`src/rtl/neuron_accumulator_pkg.sv`:
```
// Shared arithmetic helpers for the neuron accumulator: signed saturation and ReLU
// on a wide intermediate type. Module-specific widths are derived inside the top.
package neuron_accumulator_pkg;

  localparam int WIDE_W = 64;

  typedef logic signed [WIDE_W-1:0] wide_t;

  // Clip a wide signed value into the range of a w-bit two's-complement word
  function automatic wide_t sat_s(input wide_t v, input int w);
    wide_t hi;
    wide_t lo;
    hi = (wide_t'(1) <<< (w - 1)) - wide_t'(1);
    lo = -hi - wide_t'(1);
    if (v > hi) return hi;
    else if (v < lo) return lo;
    else return v;
  endfunction

  function automatic wide_t relu(input wide_t v);
    return (v < 0) ? '0 : v;
  endfunction

endpackage

```
`src/rtl/valid_delay_line.sv`:
```
// Aligns issue_valid with the datapath result by delaying it DEPTH cycles.
// DEPTH=0 degenerates to a wire.
module valid_delay_line #(
  parameter int DEPTH = 2
) (
  input  logic clk,
  input  logic rst,
  input  logic d,
  output logic q
);

  generate
    if (DEPTH == 0) begin : g_pass
      assign q = d;
    end else begin : g_pipe
      logic [DEPTH:0] vld_pipe;
      assign vld_pipe[0] = d;
      always_ff @(posedge clk) begin
        if (rst) vld_pipe[DEPTH:1] <= '0;
        else     vld_pipe[DEPTH:1] <= vld_pipe[DEPTH-1:0];
      end
      assign q = vld_pipe[DEPTH];
    end
  endgenerate

endmodule

```
`src/rtl/neuron_accumulator.sv`:
```
// Accumulates TERMS aligned datapath results into one neuron, applies optional ReLU,
// rescales/saturates to N bits and holds the result in a valid/ready output register.
module neuron_accumulator
  import neuron_accumulator_pkg::*;
#(
  parameter int N     = 16,
  parameter int PIPE  = 2,
  parameter int TERMS = 8,
  parameter int ACC_W = 24,
  parameter int SHIFT = 0,
  parameter int RELU  = 1
) (
  input  logic                         clk,
  input  logic                         rst,
  input  logic                         issue_valid,
  input  logic signed [N-1:0]          Y,
  input  logic                         co,
  output logic                         out_valid,
  input  logic                         out_ready,
  output logic signed [N-1:0]          out_data,
  output logic                         out_sat,
  output logic                         out_co_any,
  output logic                         err_drop,
  output logic [$clog2(TERMS+1)-1:0]   term_cnt
);

  localparam int CW = $clog2(TERMS + 1);

  typedef logic signed [ACC_W-1:0] acc_t;

  logic  term_valid;
  acc_t  acc;
  logic  sat_flag, co_flag;
  wide_t y_w, sum_w, acc_nxt, fin_w, shf_w, nar_w;
  logic  clip_acc, clip_n, last;

  valid_delay_line #(.DEPTH(PIPE)) u_dly (
    .clk (clk),
    .rst (rst),
    .d   (issue_valid),
    .q   (term_valid)
  );

  // acc_nxt doubles as the completion sum, so TERMS=1 naturally yields sext(Y)
  always_comb begin
    y_w      = wide_t'(Y);
    sum_w    = wide_t'(acc) + y_w;
    acc_nxt  = y_w;
    clip_acc = 1'b0;
    if (term_cnt != '0) begin
      acc_nxt  = sat_s(sum_w, ACC_W);
      clip_acc = (acc_nxt != sum_w);
    end
    fin_w  = (RELU != 0) ? relu(acc_nxt) : acc_nxt;
    shf_w  = fin_w >>> SHIFT;
    nar_w  = sat_s(shf_w, N);
    clip_n = (nar_w != shf_w);
    last   = (term_cnt == CW'(TERMS - 1));
  end

  always_ff @(posedge clk) begin
    if (rst) begin
      acc        <= '0;
      term_cnt   <= '0;
      sat_flag   <= 1'b0;
      co_flag    <= 1'b0;
      out_valid  <= 1'b0;
      out_data   <= '0;
      out_sat    <= 1'b0;
      out_co_any <= 1'b0;
      err_drop   <= 1'b0;
    end else begin
      if (term_valid) begin
        acc <= acc_nxt[ACC_W-1:0];
        if (last) begin
          term_cnt <= '0;
          sat_flag <= 1'b0;
          co_flag  <= 1'b0;
        end else begin
          term_cnt <= term_cnt + CW'(1);
          sat_flag <= sat_flag | clip_acc;
          co_flag  <= co_flag | co;
        end
      end
      // A held, unconsumed result wins; the new neuron is dropped and flagged
      if (term_valid && last) begin
        if (out_valid && !out_ready) begin
          err_drop <= 1'b1;
        end else begin
          out_valid  <= 1'b1;
          out_data   <= nar_w[N-1:0];
          out_sat    <= sat_flag | clip_acc | clip_n;
          out_co_any <= co_flag | co;
        end
      end else if (out_ready) begin
        out_valid <= 1'b0;
      end
    end
  end

endmodule

```
`config.mk`:
```
export PLATFORM = sky130hd
export DESIGN_NAME = neuron_accumulator
export DESIGN_NICKNAME = d
export VERILOG_FILES = /design/src/rtl/neuron_accumulator_pkg.sv /design/src/rtl/valid_delay_line.sv /design/src/rtl/neuron_accumulator.sv
export SDC_FILE = /design/constraint.sdc
export NUM_CORES = 1
export LEC_CHECK = 0
export CORE_ASPECT_RATIO = 2
export CORE_MARGIN = 10
export CORE_UTILIZATION = 35
export CTS_CLUSTER_DIAMETER = 80
export DETAILED_ROUTE_END_ITERATION = 6
export GPL_ROUTABILITY_DRIVEN = 0
export HOLD_SLACK_MARGIN = 0.15
export PLACE_DENSITY = 0.65
export SETUP_SLACK_MARGIN = 0.5
export SLEW_MARGIN = 20
export SYNTH_ARGS = -nofsm -noshare
export SYNTH_HDL_FRONTEND = slang
export SYNTH_HIERARCHICAL = 1
export SYNTH_SLANG_ARGS = --single-unit
```
`constraint.sdc`:
```
create_clock -name clk -period 5.6 [get_ports clk]
set_input_delay 0.84 -clock clk [delete_from_list [all_inputs] [get_ports clk]]
set_output_delay 0.84 -clock clk [all_outputs]
set_load 0.05 [all_outputs]
```
==> qor.yml <==
status: "complete, no violations"
setup_viol: 0
r2r-start: "acc[0]$_SDFFE_PP0P_"
synthFlopType: "dfxtp_1"
fin_total_pwr_w: 0.00102
antenna_found_initial: 0
ios: 45
syn_area_per_cell_sq_um: 7.83
initial_core_util_pct: 35.5
min_period_ns: 4.44
drv_slew: 0
yosysMostFrequentCell: "nor2_1"
yosysUniqueCellTypes: 70
grt_use_total_pct: 15.4
p_per_area_nw_per_um2: 227
synth.net_count: 538
tritoncts_num_sinks: 52
antenna_cells: 0
synth_common_cells: "53 x nor2_1, 52 x a21oi_1, 52 x dfxtp_1"
viasPerCell: 5.96
dieWidth_microns: 94.0
grt-ovfl-total: 0
portBuffers: 44
ys_warn_count: 6
crit_path_start: "Y[15]"
worstPathCellList: "clkdlybuf4s50_1 > ha_1 > nand2_1 > nor4_1 > a221o_1 > a21o_1 > nand4_1 > nand2_1 > o21ai_0 > a22oi_1 > nor2_1"
drc: 0
crit_top_cell: "nand2_1"
ff2ff_path_depth: 12
rsz0062_at_grt: "false"
hp-class: "reg2reg"
start_kind: "input pin"
critPathCapture: "acc[20]$_SDFFE_PP0P_"
nets: 565
ff2ff_setup_slack_ns: 1.91
fin_setup_tns_ns: 0
numCtsBuffers: 5
required_ns: 5.77
endpoint_kind: "flip-flop"
drt-pass1-iter-count: 5
cts-resized-gates: 0
p_leak_nw: 1.68
synth_edf_count: 0
die_y_microns: 168
ys_ff_latch: 52
worstPathMaxFanout: 17
worstSetupPathDepth: 11
postSynthCellCount: 490
clk_pin_slew_ns: 0.07
drive_gt1_share_pct: 6.77
clockRootBuffer: "clkbuf_16"
cp.arrival_ns: 4.61
detail_route.wl_per_cell_microns: 18.1
synth-async-reset-ratio_pct: 0
timing.max_cap.violations: 0
insertion_delay_ns: 0.29
h-tree-depth: 2
vias: 3919
yosys-top-cells-area: "dfxtp_1 27%, ha_1 8.5%, a21oi_1 6.8%"
hold_buffers: 0
area_growth_pct: 17.3
clock_path_buffers: 2
dieArea_sq_um: 15800
coreArea_sq_um: 10800
stdcell_count: 657
yosysSeqAreaShare_pct: 27.1
hold_violations: 0
rows: 54
critPathKind: "in2reg"
grt_pass1_vias: 3916
syn_area_sq_um: 3840
cpPeakStageDelay_ns: 0.66
fmax_mhz: 225
worst-path-buf-inv: 1
place_inst: 650
critPathTopFamily: "simple AND/OR/NAND/NOR gates"
drt_iter0_drc: 374
worstMarginPinSlew_ns: 1.08
finClkSkew_ns: 0.00731
relSlewSlack_pct: 27.6
rr_endpoint: "out_data[5]$_SDFFE_PP0P_"
crit_path_top_delay_cell: "clkdlybuf4s50_1"
irDropWorstVdd_v: 0.000175
grt_max_degree: 36
yosys.area.top_type_share_pct: 27.1
cts_tree: "built"
place_hpwl_microns: 9270
final_core_util_pct: 41.6
antenna_left: 0
grt_pass1_wl_microns: 19900
postCtsSetupBuffers: 0
fin_crit_sh_pct: 79.3
wl_microns: 11900
synth_top_cell_by_area: "dfxtp_1"
-- per-layer routing --
metal	global-route usage, %	up-vias	wire (microns)
li1	-	1882	-
met1	16.5	1824	4490
met2	26.7	162	6070
met3	2.18	51	553
met4	10.3	0	755
met5	0	-	0
-- metrics by stage --
stage          setup WS, ns  instance area [sq um]  hold slack [ns]
5_1_grt               0.866                   4500            0.482
3_3_place_gp          0.987                   4320            0.423
3_5_place_dp          0.917                   4320            0.439
6_report               1.16                   4500            0.455
2_1_floorplan          2.18                   3840            0.414
4_1_cts                1.21                   4500            0.456
-- cell usage in the layout, fill, tap and decap left out, types with 11 or more instances in the layout --
master           Yosys  routed
o21ai_0             40      40
o22ai_1             13      13
ha_1                26      26
nor2_1              53      53
xor2_1              11      11
nand2_1             46      46
o221ai_1            13      13
a21oi_1             52      52
a31oi_1             17      17
clkdlybuf4s50_1      0      44
dfxtp_1             52      52
-- worst min path at each step --
stage	start	endpoint	slack [ns]	depth (start not counted)
after global placement	u_dly/g_pipe.vld_pipe[1]$_SDFF_PP0_	u_dly/q$_SDFF_PP0_	0.42	1
after floorplan	u_dly/g_pipe.vld_pipe[1]$_SDFF_PP0_	u_dly/q$_SDFF_PP0_	0.41	1
after global routing	u_dly/g_pipe.vld_pipe[1]$_SDFF_PP0_	u_dly/q$_SDFF_PP0_	0.48	1
after detailed placement	u_dly/g_pipe.vld_pipe[1]$_SDFF_PP0_	u_dly/q$_SDFF_PP0_	0.44	1
after CTS	u_dly/g_pipe.vld_pipe[1]$_SDFF_PP0_	u_dly/q$_SDFF_PP0_	0.46	1
final	u_dly/g_pipe.vld_pipe[1]$_SDFF_PP0_	u_dly/q$_SDFF_PP0_	0.45	1
-- cell families after synthesis --
kind of cell	after synthesis	synth area share, %
AO/OA/AOI/OAI	194	33.5
XOR/XNOR	17	3.88
adder cells (fa/ha/maj)	29	9.52
buffers and inverters	39	5.41
flip-flops	52	27.1
multiplexers	3	0.815
AND/OR/NAND/NOR	156	19.7
-- where the power goes --
part           total [W]  switching, W  internal, W
registers       0.000386    0.00000773     0.000378
logic           0.000244      0.000151    0.0000936
clock network   0.000393      0.000139     0.000254
-- flip-flops by register name (all words and copies together) (netlist names) --
| name | count |
|---|---|
| acc | 24 |
| co_flag | 1 |
| err_drop | 1 |
| out_co_any | 1 |
| out_data | 16 |
| out_sat | 1 |
| out_valid | 1 |
| sat_flag | 1 |
| term_cnt | 4 |
| u_dly/g_pipe.vld_pipe | 1 |
| u_dly/q | 1 |
-- cell type report --
class                           count  area, sq um
Clock inverter                      2         60.1
Tap cell                          140          175
Timing Repair Buffer               48          470
Inverter                           11         41.3
Multi-Input combinational cell    399         2590
Fill cell                        1143         6310
Sequential cell                    52         1040
Clock buffer                        5          125
Note: power is estimated with default switching activity, not from simulation.
